### src/rtl/fifo_rr_drain_arbiter.sv
// Round-robin drain of NUM_SRC lookahead FIFOs into one registered valid/ready stream,
// with a burst limit on consecutive grants to the same source.
module fifo_rr_drain_arbiter #(
    parameter  int NUM_SRC    = 4,
    parameter  int DATA_WIDTH = 32,
    parameter  int MAX_BURST  = 4,
    localparam int SRC_W      = $clog2(NUM_SRC)
) (
    input  logic                          clk,
    input  logic                          rst,
    input  logic [NUM_SRC-1:0]            src_en,
    input  logic [NUM_SRC-1:0]            src_empty,
    input  logic [NUM_SRC*DATA_WIDTH-1:0] src_dout,
    output logic [NUM_SRC-1:0]            src_rd,
    output logic                          out_valid,
    input  logic                          out_ready,
    output logic [DATA_WIDTH-1:0]         out_data,
    output logic [SRC_W-1:0]              out_src
);

    localparam int BURST_W = $clog2(MAX_BURST + 1);

    // Output handshake: a word transfers on a rising edge where out_valid && out_ready;
    // out_data/out_src stay frozen while out_valid=1 and out_ready=0.

    logic [NUM_SRC-1:0] req;
    logic [SRC_W-1:0]   last_grant;
    logic [SRC_W-1:0]   rot_sel;
    logic [SRC_W-1:0]   scan_idx;
    logic [SRC_W-1:0]   sel;
    logic [BURST_W-1:0] burst_cnt;
    logic               rot_found;
    logic               hold;
    logic               load;
    logic               pop;

    assign req  = src_en & ~src_empty;
    assign load = ~out_valid | out_ready;

    // burst_cnt==0 only after reset: nothing has been granted yet, so start with a rotate
    // scan (which begins at source 0) instead of holding the reset value of last_grant.
    assign hold = req[last_grant] && (burst_cnt != '0) && (burst_cnt < BURST_W'(MAX_BURST));

    // Scan runs backwards so the surviving assignment is the first requester after last_grant.
    always_comb begin
        rot_sel   = last_grant;
        rot_found = 1'b0;
        scan_idx  = '0;
        for (int k = NUM_SRC; k >= 1; k--) begin
            scan_idx = SRC_W'((int'(last_grant) + k) % NUM_SRC);
            if (req[scan_idx]) begin
                rot_sel   = scan_idx;
                rot_found = 1'b1;
            end
        end
    end

    assign sel = hold ? last_grant : rot_sel;
    assign pop = load & (hold | rot_found) & ~rst;

    always_comb begin
        src_rd = '0;
        if (pop) begin
            src_rd[sel] = 1'b1;
        end
    end

    always_ff @(posedge clk) begin
        if (rst) begin
            out_valid  <= 1'b0;
            out_data   <= '0;
            out_src    <= '0;
            last_grant <= SRC_W'(NUM_SRC - 1);
            burst_cnt  <= '0;
        end else if (load) begin
            if (pop) begin
                out_valid  <= 1'b1;
                out_data   <= src_dout[sel*DATA_WIDTH +: DATA_WIDTH];
                out_src    <= sel;
                last_grant <= sel;
                burst_cnt  <= hold ? burst_cnt + BURST_W'(1) : BURST_W'(1);
            end else begin
                out_valid <= 1'b0;
            end
        end
    end

endmodule

### config.mk
export PLATFORM = sky130hd
export DESIGN_NAME = fifo_rr_drain_arbiter
export DESIGN_NICKNAME = d
export VERILOG_FILES = /design/src/rtl/fifo_rr_drain_arbiter.sv
export SDC_FILE = /design/constraint.sdc
export NUM_CORES = 1
export LEC_CHECK = 0
export ABC_AREA = 1
export BUFFER_PORTS_ARGS = -buffer_cell sky130_fd_sc_hd__buf_2
export CORE_MARGIN = 2
export CORE_UTILIZATION = 45
export DETAILED_ROUTE_END_ITERATION = 6
export PLACE_DENSITY = 0.88
export SYNTH_ARGS = -nofsm -noshare
export SYNTH_HDL_FRONTEND = slang
export SYNTH_SLANG_ARGS = --single-unit
### constraint.sdc
create_clock -name clk -period 5.17 [get_ports clk]
set_clock_uncertainty 0.05 [all_clocks]
set_input_delay 0.517 -clock clk [delete_from_list [all_inputs] [get_ports clk]]
set_output_delay 0.517 -clock clk [all_outputs]
set_load 0.005 [all_outputs]
==> results of run 1 <==
-- power by group --
part	switching, mW	internal, mW
registers	0.0695	0.419
logic	1.51	0.748
clock network	0.104	0.106
total	1.68	1.27
-- cell usage in the layout (no fill, tap or decap) --
master	netlist	final
a22oi_4	1	1
nor2_1	6	6
inv_2	2	2
o21ai_1	1	1
clkinv_2	0	2
inv_1	14	14
buf_4	8	4
nand2_4	1	1
clkinv_1	2	2
nand2_2	23	23
clkbuf_8	0	6
nand3_2	1	1
nand2_1	296	296
o21ai_0	4	4
nor3_1	1	1
buf_2	15	177
nand3_1	110	110
a31oi_1	1	1
xor2_2	1	1
dfxtp_1	40	40
a21oi_1	4	4
ha_1	2	2
-- cell type report --
class                           instances  share of cell area (%)
Multi-Input combinational cell        452                    49.9
Inverter                               18                    1.71
Clock buffer                            6                    2.09
Sequential cell                        40                    20.3
Clock inverter                          2                   0.254
Timing Repair Buffer                  181                    23.2
Tap cell                               80                    2.54
-- registers in the layout, summed over array words and instances (netlist names) --
name,flops
out_valid,1
last_grant,2
out_src,2
out_data,32
burst_cnt,3
-- kinds of logic after synthesis --
group           share of synthesized area, %
buf+inv                                 11.7
flops                                   25.5
fa+ha+maj                              0.798
simple gates                            59.1
compound gates                          2.31
xor+xnor                               0.519
-- worst max-delay path: stages, from the launching register on --
cell      delay [ps]
dfxtp_1          540
inv_2            120
nand3_1           90
nand2_1           80
o21ai_1          230
nand3_1          150
nand2_1          110
clkinv_1         750
nand2_1          450
nor2_1            80
buf_2            150
-- routing by layer --
layer / vias to the layer above / track usage, % / share of wire [%]
met5: - / 0 / 0
met4: 0 / 5.73 / 0.87
met3: 6 / 5.21 / 7.5
met2: 139 / 39.7 / 49
met1: 1650 / 25.0 / 42
li1: 2017 / - / -
-- cells in the mapped netlist (2+ instances only) --
cell	instances
buf_4	8
buf_12	3
clkbuf_1	6
nand3_1	110
buf_6	6
dfxtp_1	40
ha_1	2
nand2_2	23
buf_2	15
inv_2	2
clkinv_1	2
inv_1	14
o21ai_0	4
nand2_1	296
nor2_1	6
a21oi_1	4
-- per-stage QoR --
step                cells  hold slack (ps)
floorplan             549              390
global placement      771              399
detailed placement    771              402
CTS                   779              414
global route          779              433
finish                779              420
-- worst min-delay path by stage --
stage,endpoint,from,slack (ps),depth (start not counted)
global route,out_src[1],rst,430,2
global placement,burst_cnt[2],burst_cnt[2],400,2
detailed placement,out_src[0],out_src[0],400,2
CTS,out_src[0],out_src[0],410,2
floorplan,burst_cnt[2],burst_cnt[2],390,2
finish,out_data[20],out_data[20],420,2
==> summary.txt, run 1 <==
Status: complete, no violations
Routed WL per cell: 11.0 um
Pre-CTS WS: 1670 ps
Antenna violations before repair: 0
WS Path Type: reg -> out
Worst Path Max Fanout: 36
VDD IR max: 518 uV
Post-route minimum period: 3600 ps
Yosys reg bits: 40
Post-Route Setup TNS: 0 ps
Worst-margin pin slew: 1100 ps
Reg2Reg Depth: 15
RD Place Congestion: 0.819
Max Fclk: 0.278 GHz
Worst-path clk slew: 80 ps
DIE AREA: 7650 um^2
Cts bufs inserted: 5
EDFF count, synth: 0
Hold-fix buffers at CTS: 0
R2r setup slk: 1680 ps
Global Route Usage Sum: 21.7%
Post-CTS Setup Bufs: 0
Avg Inst Size Synth: 5.71 um^2
Max Cap Viol: 0
CTS tree: built
Post-synthesis net count: 690
Synth-to-layout area growth: 25.8%
Placed instance area: 3850 um^2
Vias in the first global route: 3221
Critical path startpoint category: register
Clk sinks: 40
Rel. slew slack: 26.7%
Die height: 87.5 um
Io pins: 178
FILL cells: 677
First-pass GRT wire length: 13600 um
Nets: 839
Clock Path Buffers: 2
Total grt overflow: 0
Root Buffer: clkbuf_8
FF-to-FF End: out_data[0]
H-tree depth: 2
Final setup viols: 0
Syn Std Cell Area: 3140 um^2
DRT antenna net count: 0
Post-CTS Resized: 0
Rows: 30
Core area: 6760 um^2
Synth warn: 0
Routed via count: 3812
Total wire length: 8600 um
Worst Setup Slack, final: 1570 ps
DP HPWL: 6310 um
Worst skew pair latency: 280 ps
Area of the multi-input gates: 1970 um^2
Critical Path RT: 4600 ps
Remaining DRCs: 0
Initial drt markers: 136
Port Buf Inserts: 177
Layout cell share with drive strength beyond 1: 31.2%
Synth area leader: nand2_1
Synth area leaders: nand2_1 35%, dfxtp_1 26%, nand3_1 18%
Tcrit/Tclk final: 69.6%
Fin area: 3950 um^2
Final Hold Viols: 0
Pwr/cell area: 750 nW/um^2
RSZ-0062 raised after global routing: no
Ys flop type: dfxtp_1
Sequential cell area: 801 um^2
Critical Path AT: 3030 ps
Largest net degree at the start of global routing: 66
Slew Viols, Final: 0
Die X: 87.5 um
Post-layout util: 58.4%
Worst Hold Class: reg -> reg
Cells after synthesis: 549
Register area share after synthesis: 25.5%
Critical Path Sink: src_rd[1]
Distinct cells, synth: 24
Number of detailed-route iterations in the first pass: 5
Fraction of registers with async set/reset: 0%
Area share of the largest cell type after synthesis: 35.4%
Initial core utilization: 46.4%
Crit path from: last_grant[0]
Diodes inserted: 0
Worst r2r src: last_grant[0]
Via density: 4.89
Leakage: 2.50 nW
Total power: 2.96 mW
Setup crit end kind: output port
Note: power is estimated with default switching activity, not from simulation.
==> inputs of run 2 (changes only) <==
- clock period: 5.17 -> 3.6 ns (I/O delays scaled with it)
==> run 2 against run 1 <==
  * Worst hold slack got worse by 120 ps
  * Routed wire length rose by 2.3%
  * Non-clock buffer count rose by 3
  * Total power rose by 45%
  * Register-to-register slack got worse by 740 ps
  * Sequential power rose by 43%
  * Sequential share of layout area fell by 0.10 points
  * Highest routed layer unchanged
  * Critical endpoint is now src_rd[2]
  * Flip-flop and latch count did not move
  * Cell area rose by 0.51%
==> summary.txt, run 2 (synthesis results as in run 1) <==
Cts bufs inserted: 5
Post-CTS Setup Bufs: 0
Pwr/cell area: 1080 nW/um^2
Leakage: 2.50 nW
First-pass GRT wire length: 14400 um
Most common cell after layout, fill and taps aside: nand2_1
Via density: 4.96
Clk pwr share: 7.0%
Layout cell share with drive strength beyond 1: 31.2%
Reg power frac: 16.3%
Remaining DRCs: 0
Tcrit/Tclk final: 79.7%
Number of detailed-route iterations in the first pass: 4
Routed WL per cell: 11.2 um
Max reg flops: 32
DP HPWL: 6480 um
Top flop regs: out_data (32), burst_cnt (3)
H-tree depth: 2
Root Buffer: clkbuf_8
VDD IR max: 1160 uV
Int Pwr: 1.84 mW
CTS tree: built
Total wire length: 8800 um
Slew Viols, Final: 0
Max Cap Viol: 0
Vias in the first global route: 3395
Antenna violations before repair: 0
Worst Hold Class: in -> reg
Pre-CTS WS: 995 ps
Status: complete, no violations
Core area: 6760 um^2
Initial drt markers: 128
Worst skew pair latency: 280 ps
Worst Setup Slack, final: 730 ps
Critical path startpoint category: register
Final Hold Viols: 0
Final setup viols: 0
Die height: 87.5 um
Worst-path clk slew: 70 ps
Worst-margin pin slew: 1000 ps
Worst Path Max Fanout: 35
Commonest cells after routing, fill and taps aside: 296 x nand2_1, 177 x buf_2, 110 x nand3_1
Critical Path RT: 3190 ps
Max Fclk: 0.348 GHz
P_sw: 2.44 mW
WS Path Type: reg -> out
RD Place Congestion: 0.793
Post-route minimum period: 2870 ps
Rel. slew slack: 33.0%
Net Sw Frac: 57.0%
Critical Path AT: 2460 ps
Routed via count: 3880
Port Buf Inserts: 177
Total grt overflow: 0
Synth-to-layout area growth: 26.4%
Initial core utilization: 46.4%
Hold-fix buffers at CTS: 0
Largest net degree at the start of global routing: 65
Largest reg by FF count: out_data
Die X: 87.5 um
Clk sinks: 40
Global Route Usage Sum: 22.9%
Nets: 842
Setup crit end kind: output port
DIE AREA: 7650 um^2
Diodes inserted: 0
Rows: 30
Post-Route Setup TNS: 0 ps
Logic gate share of total power: 76.7%
RSZ-0062 raised after global routing: no
Io pins: 178
Clock Path Buffers: 2
Total power: 4.28 mW
Post-CTS Resized: 0
DRT antenna net count: 0
-- run 2: changes by cell type in the layout (fill, tap and decap cells not counted) --
| cell | change |
|---|---|
| clkbuf_1 | +2 |
| buf_4 | +3 |
| clkinv_2 | -2 |
-- run 2: layout make-up --
type | instances | area [um^2]
clock buffers | 8 | 90.1
inverters | 18 | 67.6
fillers | 705 | 2790
flip-flops and latches | 40 | 801
well taps | 80 | 100
multi-input cells | 452 | 1970
repair buffers | 184 | 938
-- run 2: stage by stage --
stage                     area, um^2  utilization, %  hold WS, ps  std cells
after floorplan                 3140               -          390        549
after global placement          3870            57.4          400        774
after detailed placement        3870            57.4          407        774
after CTS                       3970            58.7          285        782
after global routing            3970            58.7          288        782
final                           3970            58.7          298        782
-- run 2: power by group through the flow --
stage                     combinational (mW)  sequential [mW]  clock, mW
final                                   3.29            0.700      0.299
after floorplan                         3.03            0.697          0
after global placement                  3.19            0.703          0
after CTS                               3.30            0.700      0.310
after detailed placement                3.29            0.708          0
after global routing                    3.78            0.720      0.328
-- run 2: path summary, 6_finish.rpt --
path | start | end | slack, ps | cells after the start
setup reg to reg | last_grant[0] | out_data[1] | 940 | 14
setup / recovery | last_grant[0] | src_rd[2] | 730 | 13
hold / removal | rst | burst_cnt[2] | 300 | 2
hold reg to reg | out_data[11] | out_data[11] | 420 | 2
-- run 2: per-layer routing --
metal	up-vias	track usage, %	share of wire (%)
met5	-	0	0
met2	160	40.6	47
met3	13	5.02	8.0
met4	0	6.85	1.4
met1	1685	27.4	43
li1	2022	-	-
-- run 2: worst max-delay path: stages, from the launching register on --
cell and delay [ps]:
dfxtp_1 550, inv_2 120, nand3_1 100, nand2_1 70, nand2_1 60, nand2_1 70
nand2_1 130, nand2_1 60, inv_1 90, a22oi_4 60, inv_2 450, nand2_1 180
nor2_1 110, buf_2 120
==> inputs of run 3 (changes only) <==
- CORE_UTILIZATION: 45 -> 41
- PLACE_DENSITY: 0.88 -> 0.84
- clock period: 3.6 -> 2.4 ns (I/O delays scaled with it)
==> run 3 against run 2 <==
  * Cell count up 3.3%
  * Core utilization down 2.4 points
  * Sequential share of layout area down 0.61 points
  * Clock power up 40%
  * Combinational power up 67%
==> summary.txt, run 3 (synthesis results as in run 1) <==
Post-Route Setup TNS: 0 ps
Root Buffer: clkbuf_8
FF-to-FF End: out_data[30]
Total wire length: 9230 um
Final Hold Viols: 0
Pwr/cell area: 1690 nW/um^2
Net Sw Frac: 54.7%
Most common cell after layout, fill and taps aside: nand2_1
Critical Path RT: 2110 ps
Top sig layer: met4
Die X: 91.5 um
Met2 WL post-DR: 4640 um
Worst-margin pin slew: 427 ps
Layout cell share with drive strength beyond 1: 32.9%
Worst Hold Class: in -> reg
Leakage: 2.57 nW
Routed WL per cell: 11.4 um
Critical path startpoint category: register
Reg2Reg Depth: 16
Final setup viols: 0
Pre-CTS WS: 248 ps
P_sw: 3.82 mW
Remaining DRCs: 0
Setup crit end kind: output port
Via density: 4.91
Worst r2r src: last_grant[0]
H-tree depth: 2
Min-Delay Startpoint: rst
Rel. slew slack: 71.4%
First-pass GRT wire length: 15000 um
DIE AREA: 8370 um^2
Cells on Worst Hold Path: 2
RSZ-0062 raised after global routing: yes
Largest reg by FF count: out_data
Commonest cells after routing, fill and taps aside: 294 x nand2_1, 177 x buf_2, 109 x nand3_1
Largest net degree at the start of global routing: 65
DRT antenna net count: 0
Clk sinks: 40
Io pins: 178
Status: complete, no violations
Critical Path AT: 1970 ps
Synth-to-layout area growth: 31.6%
R2r setup slk: 370 ps
Die height: 91.5 um
Met1 Wirelength: 3900 um
Vias in the first global route: 3510
Hold Crit Endpoint: out_src[1]
CTS tree: built
Worst Setup Slack, final: 136 ps
Port Buf Inserts: 177
Max reg flops: 32
Max Fclk: 0.442 GHz
Reg power frac: 15.2%
Max Cap Viol: 0
Logic gate share of total power: 78.8%
Nets: 850
Worst-path clk slew: 80 ps
Hold-fix buffers at CTS: 0
Antenna violations before repair: 0
Global Route Usage Sum: 21.2%
Core area: 7330 um^2
Top flop regs: out_data (32), burst_cnt (3)
Rows: 31
Fin area: 4130 um^2
DP HPWL: 7020 um
Int Pwr: 3.16 mW
Diodes inserted: 0
Post-layout util: 56.3%
Initial drt markers: 133
Post-route minimum period: 2260 ps
Number of detailed-route iterations in the first pass: 4
WS Path Type: reg -> out
Cts bufs inserted: 5
Initial core utilization: 42.8%
Total grt overflow: 0
Slew Viols, Final: 0
VDD IR max: 847 uV
RD Place Congestion: 0.849
Worst skew pair latency: 290 ps
Routed via count: 3967
Clk pwr share: 6.0%
Clock Path Buffers: 2
Placed instance area: 3980 um^2
Worst Path Max Fanout: 17
Tcrit/Tclk final: 94.4%
Routed wl met3: 590 um
run 3: cell types whose count changed in the layout (fill, tap and decap cells not counted), sizes merged:
| cell | previous run | this run |
|---|---|---|
| clkbuf | 8 | 7 |
| buf | 184 | 191 |
| clkinv | 2 | 3 |
run 3: routing by layer:
metal  GRT usage (%)  vias up
li1                -     2042
met1            24.2     1767
met2            40.1      148
met3            4.23       10
met4            5.05        0
met5               0        -
run 3: what timing repair did:
item	CTS	global route
setup endpoints to repair	4	4
gates resized for setup	2	9
pin swaps	0	1
gates cloned	0	1
setup buffers	0	1
run 3: worst max-delay path by stage:
stage / slack, ps / depth (start not counted) / startpoint / endpoint
after floorplan: 440 / 12 / last_grant[0] / src_rd[0]
after global placement: 360 / 11 / last_grant[0] / src_rd[3]
after detailed placement: 250 / 17 / last_grant[0] / out_data[1]
after CTS: 50 / 14 / last_grant[0] / src_rd[0]
after global routing: -20 / 14 / last_grant[0] / src_rd[0]
final: 140 / 10 / last_grant[0] / src_rd[0]
run 3: power groups by stage:
stage	Sequential [mW]	Clock [mW]	Combinational, mW
2_1_floorplan	1.05	0	4.55
3_3_place_gp	1.05	0	5.10
3_5_place_dp	1.06	0	5.26
4_1_cts	1.05	0.443	5.28
5_1_grt	1.09	0.468	6.30
6_report	1.06	0.420	5.50
run 3: through the flow:
stage	hold WS, ps	instances	power [mW]
6_report	168	808	6.98
4_1_cts	152	806	6.78
2_1_floorplan	390	549	5.60
5_1_grt	156	808	7.86
3_5_place_dp	408	799	6.32
3_3_place_gp	400	799	6.15
run 3: worst max-delay path, stage by stage (launching register included):
cell     delay (ps)
dfxtp_4         420
inv_4            70
nand3_1          60
nand2_1          90
o21ai_1         260
nand2_2         100
nand3_2         120
nand2_4          90
buf_12          160
nor3_4          180
buf_2           130
run 3: layout make-up:
class                   count  area (um^2)
fillers                   754         3200
multi-input cells         452         1990
repair buffers            192         1060
flip-flops and latches     40          808
well taps                  99          124
clock buffers               6         72.6
inverters                  18         70.1
clock inverters             1         5.00
